## config.mk

```make
export PLATFORM = sky130hd
export DESIGN_NAME = bisection_sequencer
export DESIGN_NICKNAME = d
export VERILOG_FILES = /design/src/rtl/bisection_sequencer.sv
export SDC_FILE = /design/constraint.sdc
export NUM_CORES = 1
export LEC_CHECK = 0
export CAP_MARGIN = 20
export CORE_MARGIN = 2
export CORE_UTILIZATION = 40
export CTS_BUF_LIST = sky130_fd_sc_hd__clkbuf_8
export DETAILED_ROUTE_END_ITERATION = 16
export GPL_TIMING_DRIVEN = 0
export HOLD_SLACK_MARGIN = 0.1
export PLACE_DENSITY = 0.66
export SYNTH_ARGS = -nofsm -noshare
export SYNTH_HDL_FRONTEND = slang
export SYNTH_SLANG_ARGS = --single-unit
export TNS_END_PERCENT = 50
```

## constraint.sdc

```tcl
create_clock -name clk -period 3.58 [get_ports clk]
set_input_delay 0.895 -clock clk [delete_from_list [all_inputs] [get_ports clk]]
set_output_delay 0.895 -clock clk [all_outputs]
set_load 0.01 [all_outputs]
```

## src/rtl/bisection_sequencer.sv

```systemverilog
// Bias-current search sequencer: steps the bisection core, loads the DAC, settles, measures Q and evaluates.
// Define MEAS_AVG_EN to average four Q measurements per iteration; the default build takes one.
module bisection_sequencer #(
  parameter int WIDTH          = 10,
  parameter int TOL            = 1,
  parameter int MAX_ITER       = 12,
  parameter int SETTLE_CYCLES  = 16,
  parameter int CORE_LAT       = 2,
  parameter int TIMEOUT_CYCLES = 255,
  localparam int ITW           = $clog2(MAX_ITER + 1)
) (
  input  logic             clk,
  input  logic             rst,
  input  logic             start,
  input  logic             abort,
  input  logic [WIDTH-1:0] desired_q,
  input  logic [WIDTH-1:0] core_i_ref,
  output logic             core_rst,
  output logic             core_ready,
  output logic [WIDTH-1:0] core_measured_q,
  output logic [WIDTH-1:0] dac_code,
  output logic             dac_load,
  output logic             meas_req,
  input  logic             meas_valid,
  input  logic [WIDTH-1:0] meas_data,
  output logic             busy,
  output logic             done,
  output logic             converged,
  output logic             timeout_err,
  output logic [ITW-1:0]   iter_count,
  output logic [WIDTH-1:0] final_i_ref
);

  localparam int CNT_MAX =
    (TIMEOUT_CYCLES > SETTLE_CYCLES)
      ? ((TIMEOUT_CYCLES > CORE_LAT) ? TIMEOUT_CYCLES : CORE_LAT)
      : ((SETTLE_CYCLES > CORE_LAT) ? SETTLE_CYCLES : CORE_LAT);
  localparam int CW = $clog2(CNT_MAX + 1);

  localparam logic [CW-1:0]  LAT_LAST    = CW'(CORE_LAT - 1);
  localparam logic [CW-1:0]  SETTLE_LAST = CW'(SETTLE_CYCLES - 1);
  localparam logic [CW-1:0]  TMO_LAST    = CW'(TIMEOUT_CYCLES - 1);
  localparam logic [ITW-1:0] ITER_MAX    = ITW'(MAX_ITER);
  localparam logic [WIDTH:0] TOL_W       = (WIDTH + 1)'(TOL);

  typedef enum logic [3:0] {
    IDLE,
    INIT,
    WAIT_CORE,
    LOAD,
    SETTLE,
    MEAS,
    EVAL,
    STEP,
    DONE
  } state_t;

  state_t state, next_state;

  logic [CW-1:0]           cnt;
  logic [WIDTH-1:0]        desired_r;
  logic                    meas_last;
  logic [WIDTH-1:0]        new_q;
  logic signed [WIDTH:0]   err;
  logic [WIDTH:0]          abs_err;
  logic                    within_tol;

  // Error is formed one bit wider so that meas < desired stays representable.
  assign err        = $signed({1'b0, core_measured_q}) - $signed({1'b0, desired_r});
  assign abs_err    = err[WIDTH] ? $unsigned(-err) : $unsigned(err);
  assign within_tol = (abs_err <= TOL_W);

`ifdef MEAS_AVG_EN
  logic [1:0]       samp;
  logic [WIDTH+1:0] sum;
  logic [WIDTH+1:0] sum_total;

  assign sum_total = sum + {2'b00, meas_data};
  assign meas_last = (samp == 2'd3);
  assign new_q     = sum_total[WIDTH+1:2];

  // meas_req stays high across the four handshakes; each meas_valid strobe completes one sample.
  always_ff @(posedge clk) begin
    if (rst) begin
      samp <= '0;
      sum  <= '0;
    end else if (state != MEAS || abort) begin
      samp <= '0;
      sum  <= '0;
    end else if (meas_valid) begin
      samp <= samp + 2'd1;
      sum  <= meas_last ? '0 : sum_total;
    end
  end
`else
  assign meas_last = 1'b1;
  assign new_q     = meas_data;
`endif

  always_ff @(posedge clk) begin
    if (rst) state <= IDLE;
    else     state <= next_state;
  end

  always_comb begin
    next_state = state;
    if (abort) begin
      next_state = IDLE;
    end else begin
      case (state)
        IDLE:      if (start) next_state = INIT;
        INIT:      next_state = WAIT_CORE;
        WAIT_CORE: if (cnt == LAT_LAST) next_state = LOAD;
        LOAD:      next_state = SETTLE;
        SETTLE:    if (cnt == SETTLE_LAST) next_state = MEAS;
        MEAS: begin
          if (meas_valid) begin
            if (meas_last) next_state = EVAL;
          end else if (cnt == TMO_LAST) begin
            next_state = DONE;
          end
        end
        // Convergence is tested first so it wins over the iteration limit.
        EVAL: begin
          if (within_tol)                 next_state = DONE;
          else if (iter_count == ITER_MAX) next_state = DONE;
          else                            next_state = STEP;
        end
        STEP:    next_state = WAIT_CORE;
        DONE:    next_state = IDLE;
        default: next_state = IDLE;
      endcase
    end
  end

  always_comb begin
    core_rst   = 1'b0;
    core_ready = 1'b0;
    dac_load   = 1'b0;
    meas_req   = 1'b0;
    done       = 1'b0;
    busy       = (state != IDLE);
    if (!abort) begin
      case (state)
        INIT:    core_rst   = 1'b1;
        LOAD:    dac_load   = 1'b1;
        MEAS:    meas_req   = 1'b1;
        STEP:    core_ready = 1'b1;
        DONE:    done       = 1'b1;
        default: ;
      endcase
    end
  end

  // Shared phase counter restarts on every state change and on each accepted measurement.
  always_ff @(posedge clk) begin
    if (rst) begin
      cnt <= '0;
    end else if (state == IDLE || next_state != state || (state == MEAS && meas_valid)) begin
      cnt <= '0;
    end else begin
      cnt <= cnt + 1'b1;
    end
  end

  // dac_code is captured on the edge entering LOAD so the code is stable while dac_load is high.
  always_ff @(posedge clk) begin
    if (rst) begin
      desired_r       <= '0;
      dac_code        <= '0;
      core_measured_q <= '0;
      iter_count      <= '0;
      converged       <= 1'b0;
      timeout_err     <= 1'b0;
      final_i_ref     <= '0;
    end else if (!abort) begin
      case (state)
        IDLE: begin
          if (start) begin
            desired_r   <= desired_q;
            converged   <= 1'b0;
            timeout_err <= 1'b0;
            iter_count  <= '0;
          end
        end
        WAIT_CORE: begin
          if (cnt == LAT_LAST) dac_code <= core_i_ref;
        end
        MEAS: begin
          if (meas_valid) begin
            if (meas_last) begin
              core_measured_q <= new_q;
              iter_count      <= iter_count + 1'b1;
            end
          end else if (cnt == TMO_LAST) begin
            timeout_err <= 1'b1;
          end
        end
        EVAL: begin
          if (within_tol) converged <= 1'b1;
        end
        DONE: begin
          final_i_ref <= dac_code;
        end
        default: ;
      endcase
    end
  end

endmodule
```

==> flow_summary.json, run 1 <==
{
  "clk_path_buf_depth": 2,
  "slew_headroom_pct": 44.4,
  "core_region_area_sq_um": 7810,
  "layout-drive-gt1-share_pct": 6.31,
  "synthCells": 417,
  "place_inst": 594,
  "power_frac_clock_pct": 36.8,
  "clock-sinks": 58,
  "start_util_pct": 41.7,
  "wire_per_inst_um": 13.7,
  "holdWs_ps": 458,
  "vias_per_cell": 5.08,
  "detail_route.first_pass.iterations": 4,
  "setup_viol": 0,
  "yosysWarningCount": 0,
  "end_kind": "output pin",
  "area_growth_pct": 32.4,
  "status": "finished, final reports clean",
  "grt_max_degree": 12,
  "synth_seq_cells": 58,
  "clock_skew_ps": 4.65,
  "period_needed_ps": 3570,
  "peakVddDrop_v": 0.000248,
  "antenna_found_initial": 0,
  "async_reset_ff_share_pct": 0,
  "drv_slew": 0,
  "port_buffers": 75,
  "cp.arrival_ps": 2670,
  "dieArea_sq_um": 8870,
  "maxCapViolCount": 0,
  "cts.clk_slew.worst_paths_ps": 60,
  "period_share_pct": 99.6,
  "synth-edff-count": 0,
  "boundaryPins": 77,
  "cellLeakagePower_uw": 0.00151,
  "syn_avg_cell_area_sq_um": 7.80,
  "synth_area_sq_um": 3250,
  "final_cell_mix": "nand2_1 (82), clkdlybuf4s50_1 (75), dfxtp_1 (58), nor2_1 (42), a21oi_1 (40)",
  "final-instance-count-excl-fill": 609,
  "drtAntennaViolNets": 0,
  "internal-power_uw": 1030,
  "synth_nets": 469,
  "preCtsSetupSlack_ps": -276,
  "path_max_fanout": 11,
  "grt_usage_pct": 19.7,
  "total_power_uw": 1430,
  "crit_top_cell": "clkdlybuf4s50_1",
  "path_cells": "clkdlybuf4s50_1 -> clkbuf_1 -> nor2_1 -> nand3_1 -> inv_4 -> clkdlybuf4s50_1",
  "ys.flop_type": "dfxtp_1",
  "synth_cell_types": 62,
  "n_antenna_cell": 0,
  "fmax_mhz": 280,
  "dpl.hpwl_mm": 6.46,
  "startpoint_type": "input port",
  "drc": 0,
  "gp_congestion": 0.880,
  "clk_latency_ps": 330,
  "drt-initial-drc-count": 119,
  "rsz0062_at_grt": "true",
  "cpMaxStageDelayCell": "clkdlybuf4s50_1",
  "die_w_um": 94.2,
  "vias": 3093,
  "crit_required_ps": 2680,
  "cts-htree-levels": 3,
  "grt_pass1_wl_mm": 13.8,
  "hold_class": "flop to flop",
  "netSwitchingFraction_pct": 27.8,
  "hold_viol": 0,
  "cts-root-buf": "clkbuf_8",
  "final_util_pct": 55.2,
  "grt_overflow": 0,
  "totalWireLength_mm": 8.37,
  "p_seq_share_pct": 45.8,
  "pwr-share-comb_pct": 17.4,
  "p_per_area_nw_per_um2": 332,
  "first_global_vias": 2979,
  "num_rows": 32,
  "critPathKind": "input port to output pin",
  "cts_tree": "done",
  "yosysSeqAreaShare_pct": 35.7,
  "final_common_cell": "nand2_1",
  "cpPeakStageDelay_ps": 550,
  "layout_setup_ws_ps": 13.7,
  "final_nets": 554,
  "fillers": 757,
  "p_sw_uw": 398,
  "cts-buffers-inserted": 9,
  "worstMarginPinSlew_ps": 814,
  "die_h_um": 94.2
}
[critical path, delay by kind of cell]
family	cells	cell delay [ps]
buf+inv	4	1440
simple gates	2	330
[final timing paths]
kind	start	depth (start not counted)	endpoint	slack, ps
setup / recovery	abort	6	done	10
hold / removal	desired_r[9]	2	desired_r[9]	460
setup reg to reg	core_measured_q[0]	13	state[2]	250
hold reg to reg	desired_r[9]	2	desired_r[9]	460
[power by group through the flow]
| stage | Combinational (uW) | Clock [uW] | Sequential (uW) |
|---|---|---|---|
| 2_1_floorplan | 166 | 0 | 669 |
| 3_5_place_dp | 245 | 0 | 670 |
| 6_report | 249 | 526 | 655 |
| 4_1_cts | 245 | 538 | 655 |
| 5_1_grt | 274 | 571 | 655 |
| 3_3_place_gp | 238 | 0 | 669 |
[kinds of logic (layout without fill, tap and decap cells)]
logic type                 count (synthesis)  in the layout  synth area share [%]
and+or+nand+nor                          188            188                  27.5
AOI/OAI and AO/OA                         83             83                  16.6
DFF                                       58             58                  35.7
buffers and inverters                     45            135                  5.77
adders and majority gates                 17             17                  6.77
xor gates and xnor gates                  15             15                  4.27
muxes                                     11             11                  3.42
[layer usage]
metal	share of wire (%)	up-vias	GRT usage [%]
li1	-	1606	-
met4	1.4	0	6.40
met2	45	63	31.4
met3	4.7	12	5.62
met5	0	-	0
met1	49	1412	25.5
[state kept, by name (all words and copies together) (netlist names)]
name and cells:
iter_count 4, final_i_ref 10, desired_r 10, timeout_err 1, state 4, core_measured_q 10, converged 1, cnt 8
dac_code 10
[cell type report]
cell class	instances	area, sq um	share of cell area [%]
multi-input cells	314	1910	44.4
inverters	22	85.1	1.97
clock inverters	6	33.8	0.784
plain buffers	22	101	2.35
clock buffers	10	138	3.19
well taps	102	128	2.96
flip-flops and latches	58	1160	26.9
repair buffers	75	751	17.4
[synth_stat cells, types with 3 or more instances]
library cell	instances	share of area, %
o22ai_1	3	0.58
nand3_1	12	1.8
nor2b_1	6	1.2
o21ai_1	4	0.62
mux2i_1	10	3.1
xnor2_1	9	2.4
ha_1	16	6.2
inv_1	22	2.5
a21o_1	5	1.2
or3_1	4	0.77
nand2_1	82	9.5
nand2b_1	3	0.58
a21oi_1	40	6.2
xor2_1	5	1.3
and3_1	4	0.77
nor2_1	42	4.8
buf_1	3	0.35
dfxtp_1	58	36
o21ai_0	6	0.92
nor3_1	11	1.7
nor3b_1	3	0.69
nor4_1	3	0.58
clkbuf_1	15	1.7
nand3b_1	3	0.69
[metrics by stage]
| stage | setup TNS, ps | area, sq um |
|---|---|---|
| after floorplan | 0 | 3250 |
| after global placement | -273 | 4130 |
| after detailed placement | -276 | 4130 |
| after CTS | 0 | 4300 |
| after global routing | -52.8 | 4310 |
| final | 0 | 4310 |
[what timing repair did]
action                                  4_1_cts  5_1_grt
setup buffers                                 0        0
endpoints found under the setup margin        1        4
pin swaps                                     0        0
gates cloned                                  0        0
resized for setup                             1        2
hold buffers                                  0        0
No activity file was read; power rests on OpenSTA's default activity.
==> run 2, diff against run 1 <==
--- a/config.mk
+++ b/config.mk
@@ -9,8 +9,8 @@
 export CORE_MARGIN = 2
 export CORE_UTILIZATION = 40
 export CTS_BUF_LIST = sky130_fd_sc_hd__clkbuf_8
+export CTS_CLUSTER_SIZE = 28
 export DETAILED_ROUTE_END_ITERATION = 16
-export GPL_TIMING_DRIVEN = 0
 export HOLD_SLACK_MARGIN = 0.1
 export PLACE_DENSITY = 0.66
 export SYNTH_ARGS = -nofsm -noshare
==> run 2 against run 1 <==
Effect of this change:
- combinational power fell by 2%
- core utilization increased by 0.11 points
- power rose by 9.8%
- largest cell class unchanged
- largest power group is now the clock network
- highest routed layer unchanged
==> flow_summary.json, run 2 (synthesis gave the netlist of run 1 again) <==
{
  "maxCapViolCount": 0,
  "top_layer_used": "met4",
  "period_share_pct": 92.4,
  "p_seq_share_pct": 41.8,
  "cts-htree-levels": 3,
  "fmax_mhz": 302,
  "layout-drive-gt1-share_pct": 6.91,
  "clk_latency_ps": 340,
  "vias_per_cell": 5.13,
  "drtAntennaViolNets": 0,
  "period_needed_ps": 3310,
  "wire_per_inst_um": 13.5,
  "drt-initial-drc-count": 142,
  "drc": 0,
  "wl_met1_mm": 3.77,
  "start_util_pct": 41.7,
  "grt_usage_pct": 18.7,
  "preCtsSetupSlack_ps": 256,
  "clock_skew_ps": 10.1,
  "path_max_fanout": 5,
  "startpoint_type": "input port",
  "setup-tns-final_ps": 0,
  "final-instance-count-excl-fill": 594,
  "peakVddDrop_v": 0.000216,
  "crit_required_ps": 2680,
  "die_w_um": 94.2,
  "dieArea_sq_um": 8870,
  "setup_viol": 0,
  "area_growth_pct": 32.7,
  "core_region_area_sq_um": 7810,
  "p_per_area_nw_per_um2": 364,
  "antenna_found_initial": 0,
  "gp_congestion": 0.853,
  "pwr-share-comb_pct": 15.5,
  "cts_tree": "done",
  "internal-power_uw": 1180,
  "cp.arrival_ps": 2410,
  "fillers": 753,
  "power_frac_clock_pct": 42.7,
  "fin_area_sq_um": 4320,
  "critPathKind": "input port to output pin",
  "clk_path_buf_depth": 2,
  "netSwitchingFraction_pct": 25.0,
  "layout_setup_ws_ps": 273,
  "cts-root-buf": "clkbuf_8",
  "hold_viol": 0,
  "die_h_um": 94.2,
  "holdWs_ps": 455,
  "cellLeakagePower_uw": 0.00154,
  "detail_route.first_pass.iterations": 4,
  "cts.clk_slew.worst_paths_ps": 60,
  "grt_max_degree": 39,
  "vias": 3050,
  "worstMarginPinSlew_ps": 749,
  "p_sw_uw": 393,
  "drv_slew": 0,
  "grt_pass1_wl_mm": 13.3,
  "placed_cell_area_sq_um": 4100,
  "final_common_cell": "nand2_1",
  "final_nets": 540,
  "hold_class": "flop to flop",
  "cts_setup_buffers": 0,
  "final_cell_mix": "nand2_1 (82), clkdlybuf4s50_1 (76), dfxtp_1 (58), nor2_1 (42), a21oi_1 (40)",
  "port_buffers": 76,
  "num_rows": 32,
  "cts-buffers-inserted": 9,
  "dpl.hpwl_mm": 6.15,
  "grt_overflow": 0,
  "slew_headroom_pct": 48.8,
  "end_kind": "output pin",
  "clock-sinks": 58,
  "totalWireLength_mm": 8.02,
  "rsz0062_at_grt": "false",
  "boundaryPins": 77,
  "status": "finished, final reports clean",
  "met2_wirelength_mm": 3.62,
  "place_inst": 579,
  "first_global_vias": 2897,
  "n_antenna_cell": 0,
  "met3_length_um": 543
}
==> run 2: changes by cell type in the layout (fill, tap and decap cells not counted), sizes merged <==
cell,delta
clkdlybuf4s50,+1
inv,-1
bufinv,+2
clkinvlp,-2
clkbuf,-15
==> run 2: power groups by stage <==
stage	Sequential (uW)	Combinational [uW]	Clock (uW)
floorplan	669	166	0
global placement	671	236	0
detailed placement	671	239	0
CTS	657	240	685
global route	657	267	717
finish	657	243	670
==> run 2: timing repair <==
action,in CTS,in global routing
setup endpoints to repair,0,2
hold buffers,0,0
resized for setup,0,1
==> run 2: metal layers <==
layer	vias up	track usage (%)
li1	1568	-
met1	1407	24.8
met2	67	28.7
met3	8	6.42
met4	0	5.07
met5	-	0
==> run 2: final cells by class <==
cell class                 instances  area [sq um]  area share (%)
clock buffer                      10           138            3.19
clock inverter                     5          78.8            1.83
inverter                          22          82.6            1.91
multi-input combinational        314          1920            44.4
sequential                        58          1160            26.9
tap                              102           128            2.96
timing repair buffer              83           813            18.8
==> run 2: critical path, stage by stage <==
cell	delay, ps
clkdlybuf4s50_1	460
nand3b_1	220
nor3_1	240
clkdlybuf4s50_1	590
==> run 2: path summary, 6_finish.rpt <==
check | startpoint | end | slack, ps | depth (start not counted)
max | abort | dac_load | 270 | 4
min | final_i_ref[9] | final_i_ref[9] | 460 | 2
max reg2reg | core_measured_q[0] | converged | 380 | 13
min reg2reg | final_i_ref[9] | final_i_ref[9] | 460 | 2
==> run 2: per-stage QoR <==
stage / utilization (%) / total power (uW)
5_1_grt: 55.3 / 1640
3_3_place_gp: 52.5 / 907
3_5_place_dp: 52.5 / 911
6_report: 55.3 / 1570
4_1_cts: 55.2 / 1580
2_1_floorplan: - / 835
==> run 3, diff against run 2 <==
==> constraint.sdc (replaced) <==
create_clock -name clk -period 3.21 [get_ports clk]
set_input_delay 0.8025 -clock clk [delete_from_list [all_inputs] [get_ports clk]]
set_output_delay 0.8025 -clock clk [all_outputs]
set_load 0.02 [all_outputs]
==> run 3 against run 2 <==
Effect of this change:
- global-route usage up 1.2 points
- clock skew down 1.3 ps
- critical endpoint is now core_rst
- die area unchanged
- power grew 12%
- combinational power up 17%
- final cell count is 0.67% higher
- sequential share of layout area is 0.38 points lower
- critical path depth did not move
- worst hold slack got worse by 2.1 ps
- design area rose by 1.4%
==> flow_summary.json, run 3 (synthesis gave the netlist of run 1 again) <==
{
  "totalWireLength_mm": 8.51,
  "setup-tns-final_ps": 0,
  "cts.clk_slew.worst_paths_ps": 70,
  "p_per_area_nw_per_um2": 402,
  "die_h_um": 94.2,
  "drt-initial-drc-count": 133,
  "hold_viol": 0,
  "critPathKind": "input port to output pin",
  "antenna_found_initial": 0,
  "area_growth_pct": 34.6,
  "cts-root-buf": "clkbuf_8",
  "cpPeakStageDelay_ps": 600,
  "crit_top_cell": "clkdlybuf4s50_1",
  "end_kind": "output pin",
  "cellLeakagePower_uw": 0.00157,
  "final-instance-count-excl-fill": 598,
  "grt_pass1_wl_mm": 13.9,
  "regToRegSetupSlack_ps": 210,
  "p_sw_uw": 462,
  "netSwitchingFraction_pct": 26.2,
  "period_needed_ps": 3090,
  "multi_input_comb_area_sq_um": 1950,
  "clock-sinks": 58,
  "hold_class": "flop to flop",
  "drv_slew": 0,
  "startpoint_type": "input port",
  "gp_congestion": 0.863,
  "cp.arrival_ps": 2290,
  "rsz0062_at_grt": "false",
  "fillers": 731,
  "pwr-share-comb_pct": 16.2,
  "start_util_pct": 41.7,
  "final_util_pct": 56.1,
  "setup_viol": 0,
  "core_region_area_sq_um": 7810,
  "drc": 0,
  "port_buffers": 76,
  "worstMarginPinSlew_ps": 717,
  "cpMaxStageDelayCell": "clkdlybuf4s50_1",
  "first_global_vias": 2917,
  "peakVddDrop_v": 0.000213,
  "clk_path_buf_depth": 2,
  "path_max_fanout": 10,
  "layout_setup_ws_ps": 119,
  "wire_per_inst_um": 14.2,
  "power_frac_clock_pct": 42.2,
  "crit_required_ps": 2410,
  "rr_worst_depth": 13,
  "final_cell_mix": "nand2_1 (82), clkdlybuf4s50_1 (75), dfxtp_1 (58), nor2_1 (42), a21oi_1 (39)",
  "preCtsSetupSlack_ps": -15.4,
  "dieArea_sq_um": 8870,
  "detail_route.first_pass.iterations": 4,
  "fmax_mhz": 323,
  "placed_cell_area_sq_um": 4120,
  "ctsHoldBuffers": 0,
  "grt_overflow": 0,
  "grt_usage_pct": 19.8,
  "cts-buffers-inserted": 9,
  "dpl.hpwl_mm": 6.30,
  "fin_area_sq_um": 4380,
  "boundaryPins": 77,
  "clock_skew_ps": 8.74,
  "num_rows": 32,
  "final_nets": 543,
  "maxCapViolCount": 0,
  "status": "finished, final reports clean",
  "slew_headroom_pct": 52.0,
  "whs_path_depth": 2,
  "drtAntennaViolNets": 0,
  "vias": 3087,
  "place_inst": 582,
  "grt_max_degree": 39,
  "final_common_cell": "nand2_1",
  "layout-drive-gt1-share_pct": 8.67,
  "internal-power_uw": 1300,
  "p_seq_share_pct": 41.6,
  "die_w_um": 94.2,
  "clk_latency_ps": 340,
  "cts-htree-levels": 3,
  "n_antenna_cell": 0,
  "vias_per_cell": 5.16,
  "period_share_pct": 96.3,
  "cts_tree": "done",
  "regArea_sq_um": 1160,
  "path_cells": "clkdlybuf4s50_1 -> buf_4 -> and4b_1 -> clkdlybuf4s50_1"
}
run 3: what timing repair did:
item	CTS	global route
pin swaps	0	8
resized for setup	1	9
setup buffers	0	0
setup endpoints to repair	3	6
run 3: worst paths after layout:
path | startpoint | end
worst max-delay path | abort | core_rst
worst min-delay path | final_i_ref[6] | final_i_ref[6]
worst max register to register | core_measured_q[0] | converged
worst min register to register | final_i_ref[6] | final_i_ref[6]
run 3: layer usage:
metal / vias to the layer above / track usage (%) / part of all wire [%]
met2: 67 / 30.8 / 46
met4: 0 / 7.25 / 1.2
met3: 11 / 5.78 / 6.0
met1: 1429 / 26.1 / 47
met5: - / 0 / 0
li1: 1580 / - / -
run 3: critical path: cells and delay by family:
kind | cells | cell delay, ps
buffers and inverters | 3 | 1250
AND/OR/NAND/NOR | 1 | 240
run 3: metrics by stage:
step | power (uW) | hold slack, ps
finish | 1760 | 453
global route | 1830 | 474
CTS | 1760 | 457
detailed placement | 1010 | 449
global placement | 1010 | 441
floorplan | 932 | 436
run 3: cell type report:
| cell class | count | area share [%] |
|---|---|---|
| clock buffer | 9 | 2.83 |
| sequential | 58 | 26.5 |
| multi-input combinational | 314 | 44.6 |
| inverter | 22 | 1.89 |
| tap | 102 | 2.91 |
| clock inverter | 7 | 2.14 |
| timing repair buffer | 86 | 19.1 |
run 3: power groups by stage:
stage / Clock, uW / Combinational, uW / Sequential [uW]
after floorplan: 0 / 186 / 746
after global placement: 0 / 262 / 749
after detailed placement: 0 / 265 / 749
after CTS: 757 / 269 / 733
after global routing: 784 / 313 / 733
final: 742 / 285 / 733
